**src/rtl/ex_stage_mc.sv**
```systemverilog
// Execute stage: latches decoded control/operands, computes ALU/shift results, flags and branch
// target, drives data-memory requests, and runs an iterative shift-add multiply that stalls upstream.
module ex_stage_mc #(
    parameter int W      = 32,
    parameter int SHW    = 5,
    parameter int MUL_EN = 1
) (
    input  logic           CLOCK,
    input  logic           RESET,
    input  logic           STALL,
    input  logic           FLUSH,
    input  logic           IN_VALID,
    input  logic [W-1:0]   PC_M2,
    input  logic           RW,
    input  logic [4:0]     DA,
    input  logic [1:0]     MD,
    input  logic [1:0]     BS,
    input  logic           PS,
    input  logic           MW,
    input  logic [4:0]     FS,
    input  logic [SHW-1:0] SH,
    input  logic [W-1:0]   BUS_A,
    input  logic [W-1:0]   BUS_B,
    output logic           BUSY,
    output logic           OUT_VALID,
    output logic [W-1:0]   BrA,
    output logic [W-1:0]   RAA,
    output logic           RW_out,
    output logic [4:0]     DA_out,
    output logic [1:0]     MD_out,
    output logic           PS_out,
    output logic           BS_one,
    output logic           BS_zero,
    output logic           Z,
    output logic           V,
    output logic           N,
    output logic           C,
    output logic           VxorN,
    output logic [W-1:0]   F,
    output logic [W-1:0]   MEM_ADDR,
    output logic [W-1:0]   MEM_WDATA,
    output logic           MEM_WE
);

    localparam int CW = $clog2(W) + 1;

    localparam logic [0:0] S_IDLE = 1'b0;
    localparam logic [0:0] S_MUL  = 1'b1;

    localparam logic [4:0] FS_TSA = 5'b00000;
    localparam logic [4:0] FS_INC = 5'b00001;
    localparam logic [4:0] FS_ADD = 5'b00010;
    localparam logic [4:0] FS_SUB = 5'b00101;
    localparam logic [4:0] FS_DEC = 5'b00110;
    localparam logic [4:0] FS_AND = 5'b01000;
    localparam logic [4:0] FS_OR  = 5'b01010;
    localparam logic [4:0] FS_XOR = 5'b01100;
    localparam logic [4:0] FS_NOT = 5'b01110;
    localparam logic [4:0] FS_TSB = 5'b10000;
    localparam logic [4:0] FS_SHR = 5'b10100;
    localparam logic [4:0] FS_SHL = 5'b11000;
    localparam logic [4:0] FS_MUL = 5'b11100;

    function automatic logic [W:0] add_c(input logic [W-1:0] x, input logic [W-1:0] y,
                                         input logic ci);
        return {1'b0, x} + {1'b0, y} + {{W{1'b0}}, ci};
    endfunction

    logic           valid_q, valid_d;
    logic [W-1:0]   pc_q, pc_d;
    logic           rw_q, rw_d;
    logic [4:0]     da_q, da_d;
    logic [1:0]     md_q, md_d;
    logic [1:0]     bs_q, bs_d;
    logic           ps_q, ps_d;
    logic           mw_q, mw_d;
    logic [4:0]     fs_q, fs_d;
    logic [SHW-1:0] sh_q, sh_d;
    logic [W-1:0]   a_q, a_d;
    logic [W-1:0]   b_q, b_d;
    logic [0:0]     state_q, state_d;
    logic [W-1:0]   acc_q, acc_d;
    logic [W-1:0]   mcand_q, mcand_d;
    logic [W-1:0]   mplier_q, mplier_d;
    logic [CW-1:0]  cnt_q, cnt_d;

    assign BUSY = (state_q == S_MUL);

    always_comb begin
        valid_d  = valid_q;
        pc_d     = pc_q;
        rw_d     = rw_q;
        da_d     = da_q;
        md_d     = md_q;
        bs_d     = bs_q;
        ps_d     = ps_q;
        mw_d     = mw_q;
        fs_d     = fs_q;
        sh_d     = sh_q;
        a_d      = a_q;
        b_d      = b_q;
        state_d  = state_q;
        acc_d    = acc_q;
        mcand_d  = mcand_q;
        mplier_d = mplier_q;
        cnt_d    = cnt_q;
        if (FLUSH) begin
            valid_d = 1'b0;
            state_d = S_IDLE;
        end else if (state_q == S_MUL) begin
            // One shift-add step per cycle; the stage register is frozen meanwhile.
            acc_d    = mplier_q[0] ? acc_q + mcand_q : acc_q;
            mcand_d  = mcand_q << 1;
            mplier_d = mplier_q >> 1;
            cnt_d    = cnt_q - CW'(1);
            if (cnt_q == CW'(1)) state_d = S_IDLE;
        end else if (!STALL) begin
            valid_d = IN_VALID;
            pc_d    = PC_M2;
            rw_d    = RW;
            da_d    = DA;
            md_d    = MD;
            bs_d    = BS;
            ps_d    = PS;
            mw_d    = MW;
            fs_d    = FS;
            sh_d    = SH;
            a_d     = BUS_A;
            b_d     = BUS_B;
            if ((MUL_EN != 0) && IN_VALID && (FS == FS_MUL)) begin
                state_d  = S_MUL;
                acc_d    = '0;
                mcand_d  = BUS_A;
                mplier_d = BUS_B;
                cnt_d    = CW'(W);
            end
        end
    end

    // Stage register boundary: operand fetch -> execute
    always_ff @(posedge CLOCK) begin
        if (RESET) begin
            valid_q  <= 1'b0;
            pc_q     <= '0;
            rw_q     <= 1'b0;
            da_q     <= '0;
            md_q     <= '0;
            bs_q     <= '0;
            ps_q     <= 1'b0;
            mw_q     <= 1'b0;
            fs_q     <= '0;
            sh_q     <= '0;
            a_q      <= '0;
            b_q      <= '0;
            state_q  <= S_IDLE;
            acc_q    <= '0;
            mcand_q  <= '0;
            mplier_q <= '0;
            cnt_q    <= '0;
        end else begin
            valid_q  <= valid_d;
            pc_q     <= pc_d;
            rw_q     <= rw_d;
            da_q     <= da_d;
            md_q     <= md_d;
            bs_q     <= bs_d;
            ps_q     <= ps_d;
            mw_q     <= mw_d;
            fs_q     <= fs_d;
            sh_q     <= sh_d;
            a_q      <= a_d;
            b_q      <= b_d;
            state_q  <= state_d;
            acc_q    <= acc_d;
            mcand_q  <= mcand_d;
            mplier_q <= mplier_d;
            cnt_q    <= cnt_d;
        end
    end

    logic [W-1:0] y_s;
    logic         cin_s;
    logic         arith_s;
    logic [W:0]   sum_s;
    logic [W-1:0] f_s;

    // All arithmetic codes share one adder so carry/overflow come from a single place.
    always_comb begin
        y_s     = '0;
        cin_s   = 1'b0;
        arith_s = 1'b0;
        case (fs_q)
            FS_TSA: arith_s = 1'b1;
            FS_INC: begin arith_s = 1'b1; cin_s = 1'b1; end
            FS_ADD: begin arith_s = 1'b1; y_s = b_q; end
            FS_SUB: begin arith_s = 1'b1; y_s = ~b_q; cin_s = 1'b1; end
            FS_DEC: begin arith_s = 1'b1; y_s = '1; end
            default: ;
        endcase
        sum_s = add_c(a_q, y_s, cin_s);
        case (fs_q)
            FS_TSA, FS_INC, FS_ADD, FS_SUB, FS_DEC: f_s = sum_s[W-1:0];
            FS_AND:  f_s = a_q & b_q;
            FS_OR:   f_s = a_q | b_q;
            FS_XOR:  f_s = a_q ^ b_q;
            FS_NOT:  f_s = ~a_q;
            FS_TSB:  f_s = b_q;
            FS_SHR:  f_s = a_q >> sh_q;
            FS_SHL:  f_s = a_q << sh_q;
            FS_MUL:  f_s = (MUL_EN != 0) ? acc_q : '0;
            default: f_s = '0;
        endcase
    end

    assign F         = f_s;
    assign Z         = valid_q & (f_s == '0);
    assign N         = valid_q & f_s[W-1];
    assign C         = valid_q & arith_s & sum_s[W];
    assign V         = valid_q & arith_s & (a_q[W-1] == y_s[W-1]) & (sum_s[W-1] != a_q[W-1]);
    assign VxorN     = V ^ N;

    assign OUT_VALID = valid_q & ~BUSY;
    assign BrA       = pc_q + b_q;
    assign RAA       = a_q;
    assign RW_out    = rw_q & OUT_VALID;
    assign DA_out    = da_q;
    assign MD_out    = md_q;
    assign PS_out    = ps_q;
    assign BS_one    = bs_q[1];
    assign BS_zero   = bs_q[0];
    assign MEM_ADDR  = a_q;
    assign MEM_WDATA = b_q;
    assign MEM_WE    = mw_q & OUT_VALID;

endmodule

```
**config.mk**
```make
export PLATFORM = sky130hd
export DESIGN_NAME = ex_stage_mc
export DESIGN_NICKNAME = d
export VERILOG_FILES = /design/src/rtl/ex_stage_mc.sv
export SDC_FILE = /design/constraint.sdc
export NUM_CORES = 1
export LEC_CHECK = 0
export CORE_MARGIN = 2
export CORE_UTILIZATION = 50
export DETAILED_ROUTE_END_ITERATION = 8
export PLACE_DENSITY_LB_ADDON = 0.3
export RECOVER_POWER = 50
export SETUP_SLACK_MARGIN = 0.15
export SYNTH_ARGS = -nofsm -noshare
export SYNTH_HDL_FRONTEND = slang
export SYNTH_SLANG_ARGS = --single-unit
```
**constraint.sdc**
```tcl
create_clock -name CLOCK -period 5.05 [get_ports CLOCK]
set_clock_uncertainty 0.1 [all_clocks]
set_input_delay 0.7575 -clock CLOCK [delete_from_list [all_inputs] [get_ports CLOCK]]
set_output_delay 0.7575 -clock CLOCK [all_outputs]
set_load 0.05 [all_outputs]
```
==> flow_metrics.env, run 1 <==
export IMPL_status="finished, violations left"
export IMPL_failed_checks="capacitance limit, slew limit, setup timing"
export IMPL_total_power_mw=5.30
export IMPL_switching_share_pct=35.4
export IMPL_synthCells=2641
export IMPL_dieWidth_um=206
export IMPL_power_density_mw_per_mm2=194
export IMPL_wl_per_cell_um=27.7
export IMPL_cts_tree="yes"
export IMPL_power_share_sequential_pct=35.9
export IMPL_min_period_over_period_pct=111
export IMPL_gp_congestion=1.08
export IMPL_pwr_share_clk_pct=31.6
export IMPL_dp_slack_ps=-96.3
export IMPL_crit_type="flop to output port"
export IMPL_ios=302
export IMPL_placed_cells=3505
export IMPL_fp_row_count=74
export IMPL_rsz0062_at_grt="yes"
export IMPL_post_drt_via_cell_ratio=6.66
export IMPL_drc=0
export IMPL_die_area_mm2=0.0426
export IMPL_initial_core_util_pct=50.4
export IMPL_synth_avg_cell_area_um2=7.76
export IMPL_grt_pass1_wl_mm=144
export IMPL_slew_limit_headroom_pct=-107
export IMPL_multi_input_area_mm2=0.0152
export IMPL_yosys_register_bits=222
export IMPL_synthesis_nets=2927
export IMPL_ant_nets=0
export IMPL_share_comb_of_total_power_pct=32.5
export IMPL_maxSlewViolCount=181
export IMPL_setup_viol=6
export IMPL_layout_drive_gt1_share_pct=19.9
export IMPL_yosysWarnings=0
export IMPL_synth_area_mm2=0.0205
export IMPL_net_switching_power_mw=1.88
export IMPL_grt_max_degree=146
export IMPL_clkLatencyLatePin_ps=530
export IMPL_worstPathMaxFanout=9
export IMPL_p_leak_nw=11.4
export IMPL_synthFlopType="dfxtp_1"
export IMPL_stdcell_count=3582
export IMPL_clk_pin_slew_worst_paths_ps=60
export IMPL_max_clock_freq_mhz=178
export IMPL_fin_nets=3317
export IMPL_grt_pass1_vias=22400
export IMPL_vias=23800
export IMPL_p_int_mw=3.42
export IMPL_ir_drop_mv=0.336
export IMPL_ys_types=92
export IMPL_htreeDepth=1
export IMPL_overflow=0
export IMPL_drt_iter0_drc=2990
export IMPL_hold_viol=0
export IMPL_syn_to_final_growth_pct=33.3
export IMPL_root_buffer="clkbuf_16"
export IMPL_port_buffer_count=301
export IMPL_cp_arrival_ps=4750
export IMPL_final_min_clock_period_ps=5600
export IMPL_cts_buffers=22
export IMPL_cts_sinks=222
export IMPL_seq_area_frac_synth_pct=21.7
export IMPL_core_area_mm2=0.0406
export IMPL_grt_usage_pct=45.2
export IMPL_antenna_found_initial=3
export IMPL_start_kind="flop"
export IMPL_ff_latch_area_mm2=0.00447
export IMPL_timing_hold_ws_ps=352
export IMPL_clock_path_buffers=3
export IMPL_worst_pin_slew_ps=3100
export IMPL_async_flop_share_pct=0
export IMPL_wl_mm=99.1
export IMPL_synth_edf_count=0
export IMPL_hold_class="flop to flop"
export IMPL_firstDrtPassIters=8
export IMPL_cp_required_ps=4190
export IMPL_worst_slack_ps=-554
export IMPL_maxCapViolCount=2
export IMPL_dp_hpwl_mm=76.9
export IMPL_dieHeight_um=206
export IMPL_fillers=3281
export IMPL_cp_end_kind="output port"
## path summary, 6_finish.rpt
| kind | from | to | slack, ps | cells past startpoint |
|---|---|---|---|---|
| max | MEM_ADDR[10]$_SDFFE_PP0P_ | Z | -550 | 12 |
| min | DA_out[1]$_SDFFE_PP0P_ | DA_out[1]$_SDFFE_PP0P_ | 350 | 2 |
| max reg2reg | acc_q[0]$_SDFFE_PP0P_ | acc_q[28]$_SDFFE_PP0P_ | 1230 | 12 |
| min reg2reg | DA_out[1]$_SDFFE_PP0P_ | DA_out[1]$_SDFFE_PP0P_ | 350 | 2 |
## power by group through the flow
stage               sequential, mW  combinational [mW]  clock [mW]
floorplan                     1.98               0.832           0
global placement              1.93                1.61           0
detailed placement            1.93                1.63           0
CTS                           1.89                1.68        1.67
global route                  1.90                1.79        1.73
finish                        1.90                1.72        1.67
## cells in the final DEF, fill, tap and decap left out, drive strengths merged, types with 52 or more instances in the layout
cell type	count
a211oi	92
a21oi	235
buf	354
clkdlybuf4s50	223
dfxtp	222
ha	159
inv	103
mux2i	112
mux4	54
nand2	357
nand3	52
nor2	248
o21ai	70
xnor2	54
## cell type report
cell class | instances | share of cell area, %
antenna | 4 | 0.0366
clock buffer | 35 | 2.53
clock inverter | 4 | 0.0870
inverter | 103 | 1.42
multi-input combinational | 2071 | 55.7
sequential | 222 | 16.4
tap | 532 | 2.44
timing repair buffer | 611 | 21.4
## cells by family (layout without fill, tap and decap cells)
logic type / Yosys count / count (layout) / share of synthesized area [%]
DFF: 222 / 222 / 21.7
other: 0 / 4 / 0
xor gates and xnor gates: 69 / 69 / 2.95
AOI/OAI and AO/OA: 768 / 768 / 25.5
muxes: 195 / 195 / 13.0
adders and majority gates: 163 / 163 / 10.1
and+or+nand+nor: 876 / 876 / 19.3
buffers and inverters: 348 / 753 / 7.39
## worst max-delay path: stages (launching register included)
cell and delay [ps]:
dfxtp_1 600, buf_4 340, mux2_2 290, mux2i_1 330, o32ai_1 220, nor3_1 320
o2111ai_1 210, or4_4 580, or4b_4 520, nor4b_4 280, nand4_1 200, nor2b_4 180
buf_12 140
## through the flow
step / TNS, ps / util [%] / instance area [µm²]
3_3_place_gp: -31.0 / 63.1 / 25700
3_5_place_dp: -96.3 / 63.1 / 25700
5_1_grt: -2380 / 67.2 / 27300
4_1_cts: -598 / 66.7 / 27100
6_report: -956 / 67.2 / 27300
2_1_floorplan: -476 / - / 20600
## synth_stat cells, drive strengths merged (29+ instances only)
cell type | n | share of area [%]
clkbuf | 159 | 2.9
o21ai | 70 | 1.7
nor2 | 248 | 4.5
o22a | 34 | 1.5
a21o | 37 | 1.4
nand2 | 357 | 6.5
inv | 103 | 1.9
dfxtp | 222 | 22
mux2 | 29 | 1.6
buf | 86 | 2.6
a21oi | 235 | 5.7
mux4 | 54 | 6.0
ha | 159 | 9.7
nor3 | 47 | 1.1
a22oi | 45 | 1.6
a211oi | 92 | 3.4
xnor2 | 54 | 2.3
mux2i | 112 | 5.5
nand3 | 52 | 1.3
## sequential cells by signal (all words and copies together) (netlist names), 6 cells and up
signal and flops:
acc_q 32, mcand_q 32, pc_q 32, MEM_WDATA 32
cnt_q 6, MEM_ADDR 32, mplier_q 32
## metal layers
| metal | global-route usage (%) | up-vias | wire length [µm] |
|---|---|---|---|
| li1 | - | 10500 | - |
| met2 | 70.6 | 1642 | 43800 |
| met5 | 0 | - | 13 |
| met4 | 29.1 | 2 | 7660 |
| met3 | 8.20 | 410 | 10700 |
| met1 | 57.2 | 11300 | 36900 |
## timing repair
item                       in CTS  in global routing
gates cloned                    2                  0
hold buffers                    0                  0
pin swaps                      45                 22
setup endpoints to repair      35                 32
setup buffers                  24                  8
resized for setup             118                 35
Note: power is estimated with default switching activity, not from simulation.
==> run 2: changes to the inputs <==
- HOLD_SLACK_MARGIN: default -> 0.08
==> results of run 2 <==
Final layout, timing and power as in run 1 (identical DEF).
